**config.mk**
```make
export PLATFORM = sky130hd
export DESIGN_NAME = mdr_select_unit_flat
export DESIGN_NICKNAME = d
export VERILOG_FILES = /design/src/rtl/mdr_select_unit_pkg.sv /design/src/rtl/mdr_select_unit_if.sv /design/src/rtl/mdr_select_unit_load_reg.sv /design/src/rtl/mdr_select_unit.sv /design/src/flat_wrapper.sv
export SDC_FILE = /design/constraint.sdc
export NUM_CORES = 1
export LEC_CHECK = 0
export CORE_MARGIN = 5
export CORE_UTILIZATION = 37
export CTS_CLUSTER_DIAMETER = 100
export DETAILED_ROUTE_END_ITERATION = 6
export GPL_TIMING_DRIVEN = 0
export MAX_ROUTING_LAYER = met4
export PLACE_DENSITY = 0.87
export SKIP_LAST_GASP = 1
export SLEW_MARGIN = 20
export SYNTH_ARGS = -nofsm -noshare
export SYNTH_HDL_FRONTEND = slang
export SYNTH_SLANG_ARGS = --single-unit
export TNS_END_PERCENT = 50
```
**constraint.sdc**
```tcl
create_clock -name clk -period 2.75 [get_ports clk]
set_clock_uncertainty 0.05 [all_clocks]
set_input_delay 0.55 -clock clk [delete_from_list [all_inputs] [get_ports clk]]
set_output_delay 0.55 -clock clk [all_outputs]
set_load 0.01 [all_outputs]
```
**src/rtl/mdr_select_unit_pkg.sv**
```systemverilog
// Shared datapath definitions: default data width, bus-source count and the
// 5-bit bus-mux select codes, one per bus source.
package datapath_pkg;

  localparam int DP_WIDTH = 32;
  localparam int DP_NSRC  = 32;
  localparam int SEL_W    = 5;

  typedef logic [SEL_W-1:0] sel_t;

  localparam sel_t SEL_R0     = 5'd0;
  localparam sel_t SEL_R1     = 5'd1;
  localparam sel_t SEL_R2     = 5'd2;
  localparam sel_t SEL_R3     = 5'd3;
  localparam sel_t SEL_R4     = 5'd4;
  localparam sel_t SEL_R5     = 5'd5;
  localparam sel_t SEL_R6     = 5'd6;
  localparam sel_t SEL_R7     = 5'd7;
  localparam sel_t SEL_R8     = 5'd8;
  localparam sel_t SEL_R9     = 5'd9;
  localparam sel_t SEL_R10    = 5'd10;
  localparam sel_t SEL_R11    = 5'd11;
  localparam sel_t SEL_R12    = 5'd12;
  localparam sel_t SEL_R13    = 5'd13;
  localparam sel_t SEL_R14    = 5'd14;
  localparam sel_t SEL_R15    = 5'd15;
  localparam sel_t SEL_HI     = 5'd16;
  localparam sel_t SEL_LO     = 5'd17;
  localparam sel_t SEL_ZHI    = 5'd18;
  localparam sel_t SEL_ZLO    = 5'd19;
  localparam sel_t SEL_PC     = 5'd20;
  localparam sel_t SEL_MDR    = 5'd21;
  localparam sel_t SEL_INPORT = 5'd22;
  localparam sel_t SEL_CSIGN  = 5'd23;

endpackage

```
**src/rtl/mdr_select_unit_if.sv**
```systemverilog
// Control/memory/bus-mux side signals of the MDR + bus-source encoder slice.
// master = control unit / datapath driver, slave = mdr_select_unit.
interface mdr_select_unit_if
  import datapath_pkg::*;
#(
  parameter int WIDTH = DP_WIDTH,
  parameter int NSRC  = DP_NSRC
);
  logic             MDRin;
  logic             Read;
  logic [WIDTH-1:0] Mdatain;
  logic [WIDTH-1:0] BusMuxOut;
  logic [WIDTH-1:0] MDRout_q;
  logic [NSRC-1:0]  Cin;
  sel_t             Cout;
  logic             Cvalid;
  logic             Cerr;

  modport master (
    output MDRin, Read, Mdatain, BusMuxOut, Cin,
    input  MDRout_q, Cout, Cvalid, Cerr
  );

  modport slave (
    input  MDRin, Read, Mdatain, BusMuxOut, Cin,
    output MDRout_q, Cout, Cvalid, Cerr
  );
endinterface

```
**src/rtl/mdr_select_unit_load_reg.sv**
```systemverilog
// Generic WIDTH-bit register with load enable and asynchronous active-low clear.
module load_reg #(
  parameter int WIDTH = 32
) (
  input  logic             clk,
  input  logic             clr,
  input  logic             i_load,
  input  logic [WIDTH-1:0] i_d,
  output logic [WIDTH-1:0] o_q
);

  logic [WIDTH-1:0] r_q;

  always_ff @(posedge clk or negedge clr) begin
    if (!clr) begin
      r_q <= '0;
    end else if (i_load) begin
      r_q <= i_d;
    end
  end

  assign o_q = r_q;

endmodule

```
**src/rtl/mdr_select_unit.sv**
```systemverilog
// MDR (memory or bus load) plus lowest-index-wins encoder of bus-source strobes.
// Optional multi-hot detection on Cerr is built when ENC_ONEHOT_CHECK_EN is defined.
module mdr_select_unit
  import datapath_pkg::*;
#(
  parameter int WIDTH = DP_WIDTH,
  parameter int NSRC  = DP_NSRC
) (
  input  logic               clk,
  input  logic               clr,
  mdr_select_unit_if.slave   bus
);

  logic [WIDTH-1:0] w_mdr_d;
  logic [WIDTH-1:0] w_mdr_q;
  sel_t             w_sel;
  logic             w_valid;
  logic             w_cerr;

  assign w_mdr_d = bus.Read ? bus.Mdatain : bus.BusMuxOut;

  load_reg #(
    .WIDTH (WIDTH)
  ) u_mdr (
    .clk    (clk),
    .clr    (clr),
    .i_load (bus.MDRin),
    .i_d    (w_mdr_d),
    .o_q    (w_mdr_q)
  );

  assign bus.MDRout_q = w_mdr_q;

  // Scan from the top down so the lowest set bit is the last one written.
  always_comb begin
    w_sel   = SEL_R0;
    w_valid = 1'b0;
    for (int i = NSRC - 1; i >= 0; i--) begin
      if (bus.Cin[i]) begin
        w_sel   = sel_t'(i);
        w_valid = 1'b1;
      end
    end
  end

  assign bus.Cout   = w_sel;
  assign bus.Cvalid = w_valid;

`ifdef ENC_ONEHOT_CHECK_EN
  localparam logic [NSRC-1:0] LSB_ONE = {{(NSRC-1){1'b0}}, 1'b1};

  // Clearing the lowest set bit leaves something only if two or more were set.
  assign w_cerr = |(bus.Cin & (bus.Cin - LSB_ONE));

  a_onehot : assert property (@(posedge clk) !w_cerr)
    else $error("mdr_select_unit: multiple bus sources driven, Cin=%h", bus.Cin);
`else
  assign w_cerr = 1'b0;
`endif

  assign bus.Cerr = w_cerr;

endmodule

```
**src/flat_wrapper.sv**
```systemverilog
// flat-port wrapper written by rule: the top's interface ports become plain ports
module mdr_select_unit_flat import datapath_pkg::*;
#(
  parameter int WIDTH = DP_WIDTH,
  parameter int NSRC  = DP_NSRC
)
  (clk, clr, bus_MDRin, bus_Read, bus_Mdatain, bus_BusMuxOut, bus_Cin, bus_MDRout_q, bus_Cout, bus_Cvalid, bus_Cerr);
  mdr_select_unit_if #(.WIDTH(WIDTH), .NSRC(NSRC)) bus_i ();
  input  logic clk;
  input  logic clr;
  input wire logic [$bits(bus_i.MDRin)-1:0] bus_MDRin;
  input wire logic [$bits(bus_i.Read)-1:0] bus_Read;
  input wire logic [$bits(bus_i.Mdatain)-1:0] bus_Mdatain;
  input wire logic [$bits(bus_i.BusMuxOut)-1:0] bus_BusMuxOut;
  input wire logic [$bits(bus_i.Cin)-1:0] bus_Cin;
  output wire logic [$bits(bus_i.MDRout_q)-1:0] bus_MDRout_q;
  output wire logic [$bits(bus_i.Cout)-1:0] bus_Cout;
  output wire logic [$bits(bus_i.Cvalid)-1:0] bus_Cvalid;
  output wire logic [$bits(bus_i.Cerr)-1:0] bus_Cerr;
  assign bus_i.MDRin = bus_MDRin;
  assign bus_i.Read = bus_Read;
  assign bus_i.Mdatain = bus_Mdatain;
  assign bus_i.BusMuxOut = bus_BusMuxOut;
  assign bus_i.Cin = bus_Cin;
  assign bus_MDRout_q = bus_i.MDRout_q;
  assign bus_Cout = bus_i.Cout;
  assign bus_Cvalid = bus_i.Cvalid;
  assign bus_Cerr = bus_i.Cerr;
  mdr_select_unit #(.WIDTH(WIDTH), .NSRC(NSRC)) u_core (.clk(clk), .clr(clr), .bus(bus_i));
endmodule
```
==> impl_metrics.tcl, run 1 <==
set metrics [dict create \
    status "complete, but fails checks" \
    violations "setup timing" \
    antenna_found_initial 0 \
    avgSynthCellArea_sq_um 9.04 \
    nets 449 \
    gp_congestion 0.831 \
    syn_inst 206 \
    setup_viol 1 \
    rsz0062_at_grt "true" \
    drive_gt1_share_pct 7.74 \
    die_area_sq_um 6550 \
    critPathLaunchType "primary input" \
    dpl_cell_area_sq_um 3290 \
    synth_top_cell_by_area "dfrtp_1" \
    synth_top_area_share_pct 43.0 \
    final_core_util_pct 71.6 \
    ant_nets 0 \
    crit_fanout 5 \
    reg2reg_slack_ns 2.00 \
    drv_cap 0 \
    synth_cell_type_count 31 \
    cts_buffer_depth 2 \
    stdcell_area_sq_um 3450 \
    total_power_mw 1.37 \
    insertion_delay_ns 0.27 \
    rows 25 \
    grt_pass1_wl_um 10300 \
    cts_root_buffer "clkbuf_8" \
    yosysWarnings 0 \
    endpoint_kind "primary output" \
    io_buffers 135 \
    wl_um 6760 \
    crit_arrival_ns 2.15 \
    hpwl_um 5460 \
    h-tree-depth 2 \
    cts_tree "built" \
    core_sq_um 4820 \
    final-hold-violation-count 0 \
    reg2reg_from "u_core.u_mdr.o_q[26]$_DFFE_PN0P_" \
    synth_area_sq_um 1860 \
    path_clk_slew_ns 0.07 \
    max_slew_margin_pct 52.4 \
    cts_buffers 5 \
    vias 2124 \
    slew_viol_final 0 \
    hold_buffers 0 \
    synth_edf_count 0 \
    ys_ff_latch 32 \
    synth_ff_type "dfrtp_1" \
    drt-pass1-iter-count 4 \
    worst_slack_ns -0.00248 \
    critical_path_class "primary input to primary output" \
    drc 0 \
    drt_iter0_markers 57 \
    period_share_pct 100 \
    powerDensity_nw_per_um2 398 \
    reg2reg_to "u_core.u_mdr.o_q[26]$_DFFE_PN0P_" \
    rr_worst_depth 2 \
    start_util_pct 38.6 \
    fmax_mhz 363 \
    synth.area.top_cells "dfrtp_1 (43%), mux2i_1 (17%), a21oi_1 (10%), nor2_1 (8.5%), nor3_1 (2.7%)" \
    syn_to_final_growth_pct 85.2 \
    finalSetupTns_ns -0.00248 \
    cp.required_ns 2.15 \
    ir_worst_vdd_mv 0.306 \
    synth_commonest_cells "nor2_1 (42), a21oi_1 (38), dfrtp_1 (32), mux2i_1 (32), nor3_1 (10)" \
    async_reset_ff_share_pct 100 \
    overflow 0 \
    die_h_um 80.9 \
    synth-seq-area-share_pct 43.0 \
    leakagePower_nw 1.46 \
    grt_max_degree 33 \
    syn-num-nets 306 \
    pin_count 139 \
    numClockSinks 32 \
    die_w_um 80.9 \
    n_antenna_cell 0 \
    via_per_inst 5.11 \
    yosysMostFrequentCell "nor2_1" \
    largest_reg_flops 32 \
    period_needed_ns 2.75 \
    worst-slew-pin-transition_ns 0.714 \
    grt_pass1_vias 2253 \
    track_usage_pct 21.0 \
    hold_class "primary input to asynchronous set/reset pin" \
    critical_path.startpoint "bus_Cin[14]" \
    wire_per_inst_um 16.3 \
]
how the worst max path moves through the flow:
stage                              to  depth (start not counted)
final                     bus_Cout[2]                          5
after global placement    bus_Cout[0]                          7
after detailed placement  bus_Cout[0]                          7
after global routing      bus_Cout[1]                          7
after CTS                  bus_Cvalid                          5
after floorplan           bus_Cout[4]                          3
power by group:
part / internal, mW / total [mW] / switching, mW
logic: 0.265 / 0.444 / 0.180
clock network: 0.223 / 0.381 / 0.158
registers: 0.521 / 0.549 / 0.0279
total: 1.01 / 1.37 / 0.366
logic make-up after synthesis:
| group | share of synthesized area [%] |
|---|---|
| and+or+nand+nor | 19.3 |
| AOI/OAI and AO/OA | 16.0 |
| muxes | 17.2 |
| DFF | 43.0 |
| buffers and inverters | 4.30 |
| other | 0.201 |
worst max-delay path, stage by stage:
cell and delay [ns]:
clkdlybuf4s50_1 0.50, or4_4 0.58, o21ai_1 0.15, a21boi_1 0.07
dlygate4sd2_1 0.30
layout by cell type, fill, tap and decap left out, drive strengths merged:
master	synthesis	final
clkdlybuf4s50	0	122
nor2	42	42
a21oi	38	38
mux2i	32	32
dfrtp	32	32
clkbuf	7	14
nor3	10	10
buf	5	8
nor4	8	8
inv	7	7
dlymetal6s2s	0	6
dlygate4sd2	0	5
o21ai	4	4
or4	3	3
nand3	2	2
nand2	2	2
a21boi	2	2
a2111oi	2	2
nand3b	1	1
o311a	1	1
o21a	1	1
nor3b	1	1
nor2b	1	1
o31ai	1	1
o2111ai	1	1
a221oi	1	1
nand4	1	1
conb	1	1
through the flow:
step,instances,hold WS [ns],setup slack [ns]
2_1_floorplan,206,0.204,0.739
3_3_place_gp,408,0.452,-0.394
3_5_place_dp,408,0.461,-0.421
4_1_cts,415,0.296,-0.247
5_1_grt,416,0.340,-0.0734
6_report,416,0.271,-0.00248
what timing repair did:
item / CTS / global route
endpoints found under the setup margin: 6 / 6
pin swaps: 2 / 4
gates resized for setup: 12 / 11
buffers inserted: 0 / 1
metal layers:
layer  part of all wire (%)  wire [um]  track usage (%)  vias up
met2                     47       3200             35.8      132
met1                     38       2540             22.4      964
met5                      0          0                -        -
li1                       -          -                -     1020
met4                    1.3         85             6.42        0
met3                     14        942             8.31        8
area by class of cell:
type / count / area, sq um
fill: 396 / 1370
tap: 67 / 83.8
clock buffer: 7 / 96.3
buffer: 12 / 53.8
multi-input combinational: 155 / 1030
sequential: 32 / 801
timing repair buffer: 136 / 1360
inverter: 7 / 26.3
Power figures use the tool's default switching activity.
==> run 2: changes to the inputs <==
--- a/config.mk
+++ b/config.mk
@@ -5,13 +5,14 @@
 export SDC_FILE = /design/constraint.sdc
 export NUM_CORES = 1
 export LEC_CHECK = 0
+export CELL_PAD_IN_SITES_DETAIL_PLACEMENT = 1
+export CELL_PAD_IN_SITES_GLOBAL_PLACEMENT = 1
 export CORE_MARGIN = 5
-export CORE_UTILIZATION = 37
+export CORE_UTILIZATION = 21
 export CTS_CLUSTER_DIAMETER = 100
 export DETAILED_ROUTE_END_ITERATION = 6
-export GPL_TIMING_DRIVEN = 0
 export MAX_ROUTING_LAYER = met4
-export PLACE_DENSITY = 0.87
+export PLACE_DENSITY_LB_ADDON = 0.1
 export SKIP_LAST_GASP = 1
 export SLEW_MARGIN = 20
 export SYNTH_ARGS = -nofsm -noshare
==> constraint.sdc (replaced) <==
create_clock -name clk -period 2.4 [get_ports clk]
set_clock_uncertainty 0.05 [all_clocks]
set_input_delay 0.48 -clock clk [delete_from_list [all_inputs] [get_ports clk]]
set_output_delay 0.48 -clock clk [all_outputs]
set_load 0.01 [all_outputs]
==> run 2 against run 1 <==
Effect of this change:
- the run now ends clean
- count of clock-buffer cells in the layout is 2 lower
- core utilization decreased by 30 points
- largest cell class unchanged
- flip-flop and latch count stayed put
- global-route usage is 7.5 points lower
- critical path depth rose by 1
- hold slack worse by 0.067 ns
- largest power group unchanged
- critical endpoint is now bus_Cout[1]
==> impl_metrics.tcl, run 2 (same netlist as run 1, synthesis figures left out) <==
set metrics [dict create \
    drc 0 \
    drv_cap 0 \
    busiest_layer "met2" \
    n_antenna_cell 0 \
    hold_slack_ns 0.204 \
    die_w_um 104 \
    cts_tree "built" \
    dp.cells 459 \
    track_usage_pct 13.5 \
    path_clk_slew_ns 0.07 \
    period_needed_ns 2.35 \
    insertion_delay_ns 0.28 \
    overflow 0 \
    largest_reg_flops 32 \
    powerDensity_nw_per_um2 430 \
    numClockSinks 32 \
    layout_commonest_cell "clkdlybuf4s50_1" \
    die_area_sq_um 10800 \
    wl_um 7190 \
    cts_buffers 5 \
    grt_pass1_wl_um 11900 \
    vias 2084 \
    grtUsageMet2_pct 20.9 \
    start_util_pct 21.5 \
    crit_arrival_ns 1.82 \
    cts_root_buffer "clkbuf_8" \
    via_per_inst 4.45 \
    crit_fanout 3 \
    rows 34 \
    drive_gt1_share_pct 18.3 \
    drt_iter0_markers 33 \
    ir_worst_vdd_mv 0.197 \
    h-tree-depth 2 \
    hpwl_um 5710 \
    grt_util_met3_pct 5.21 \
    final_core_util_pct 41.8 \
    nets 459 \
    grt_max_degree 65 \
    status "complete, no violations" \
    core_sq_um 8680 \
    leakagePower_nw 1.56 \
    setup_viol 0 \
    cts_buffer_depth 2 \
    final_cell_mix "clkdlybuf4s50_1 (100), a21oi_1 (38), nor2_1 (37)" \
    fmax_mhz 426 \
    io_buffers 137 \
    pin_count 139 \
    cp.required_ns 1.87 \
    worst_slack_ns 0.0536 \
    final-hold-violation-count 0 \
    antenna_found_initial 0 \
    max_slew_margin_pct 51.0 \
    rsz0062_at_grt "true" \
    fin_cells 468 \
    endpoint_kind "primary output" \
    grt_pass1_vias 2323 \
    fillers 1034 \
    gp_congestion 0.841 \
    slew_viol_final 0 \
    grt_util_met1_pct 17.0 \
    period_share_pct 97.8 \
    post-place-ws_ns -0.609 \
    hold_class "primary input to asynchronous set/reset pin" \
    wire_per_inst_um 15.4 \
    drt-pass1-iter-count 4 \
    critical_path_class "primary input to primary output" \
    syn_to_final_growth_pct 94.9 \
    worst-slew-pin-transition_ns 0.734 \
    total_power_mw 1.56 \
    ant_nets 0 \
    die_h_um 104 \
    critPathLaunchType "primary input" \
]
[run 2: cell types whose count changed in the layout (fill, tap and decap cells not counted), moves of 3 or more]
cell and change:
buf_2 +3, clkdlybuf4s50_1 -22, nor2_2 +3, dlygate4sd2_1 +14
clkbuf_1 -7, buf_4 +18, nor2_1 -5
[run 2: final timing paths]
| check | startpoint | end | slack (ns) | cells after the start |
|---|---|---|---|---|
| max in group asynchronous | clr | u_core.u_mdr.o_q[8]$_DFFE_PN0P_ | 1.62 | 1 |
| worst min register to register | u_core.u_mdr.o_q[29]$_DFFE_PN0P_ | u_core.u_mdr.o_q[29]$_DFFE_PN0P_ | 0.47 | 2 |
| worst max-delay path | bus_Cin[19] | bus_Cout[1] | 0.05 | 6 |
| worst min-delay path | clr | u_core.u_mdr.o_q[24]$_DFFE_PN0P_ | 0.20 | 1 |
| min in group clk | u_core.u_mdr.o_q[29]$_DFFE_PN0P_ | u_core.u_mdr.o_q[29]$_DFFE_PN0P_ | 0.47 | 2 |
| worst max register to register | u_core.u_mdr.o_q[15]$_DFFE_PN0P_ | u_core.u_mdr.o_q[15]$_DFFE_PN0P_ | 1.66 | 2 |
[run 2: worst max-delay path, cell delays in order]
cell and delay, ns:
dlygate4sd2_1 0.27, buf_4 0.16, or4_4 0.53, o21ai_2 0.16, a21oi_1 0.08, buf_2 0.14
[run 2: report_power, final]
group / switching, mW / internal (mW) / leakage [nW]
Sequential: 0.0297 / 0.596 / 0.357
Combinational: 0.214 / 0.310 / 1.16
Clock: 0.210 / 0.202 / 0.0479
[run 2: layout make-up]
class / count / area (sq um) / area share, %
tap: 108 / 135 / 3.72
sequential: 32 / 801 / 22.1
clock inverter: 3 / 18.8 / 0.517
timing repair buffer: 158 / 1480 / 40.8
clock buffer: 5 / 68.8 / 1.90
inverter: 7 / 26.3 / 0.724
multi-input combinational: 155 / 1100 / 30.3
[run 2: metrics by stage]
| step | area (sq um) | setup TNS, ns |
|---|---|---|
| 2_1_floorplan | 1860 | 0 |
| 3_3_place_gp | 3460 | -3.09 |
| 3_5_place_dp | 3460 | -3.18 |
| 4_1_cts | 3590 | -0.0903 |
| 5_1_grt | 3630 | -0.0184 |
| 6_report | 3630 | 0 |
[run 2: what timing repair did]
item / in CTS / in global routing
endpoints found under the hold margin: 0 / 0
setup endpoints to repair: 6 / 6
buffers inserted: 1 / 0
pin swaps: 14 / 8
hold buffers: 0 / 0
resized for setup: 70 / 15
[run 2: metal layers]
metal / up-vias / share of wire (%)
met5: - / 0
met4: 0 / 0.31
met3: 2 / 8.6
met2: 83 / 46
met1: 956 / 45
li1: 1043 / -
==> run 3: changes to the inputs <==
--- a/config.mk
+++ b/config.mk
@@ -5,6 +5,7 @@
 export SDC_FILE = /design/constraint.sdc
 export NUM_CORES = 1
 export LEC_CHECK = 0
+export CAP_MARGIN = 20
 export CELL_PAD_IN_SITES_DETAIL_PLACEMENT = 1
 export CELL_PAD_IN_SITES_GLOBAL_PLACEMENT = 1
 export CORE_MARGIN = 5
==> results of run 3 <==
The final DEF is identical to that of run 2; final timing and power are the same.
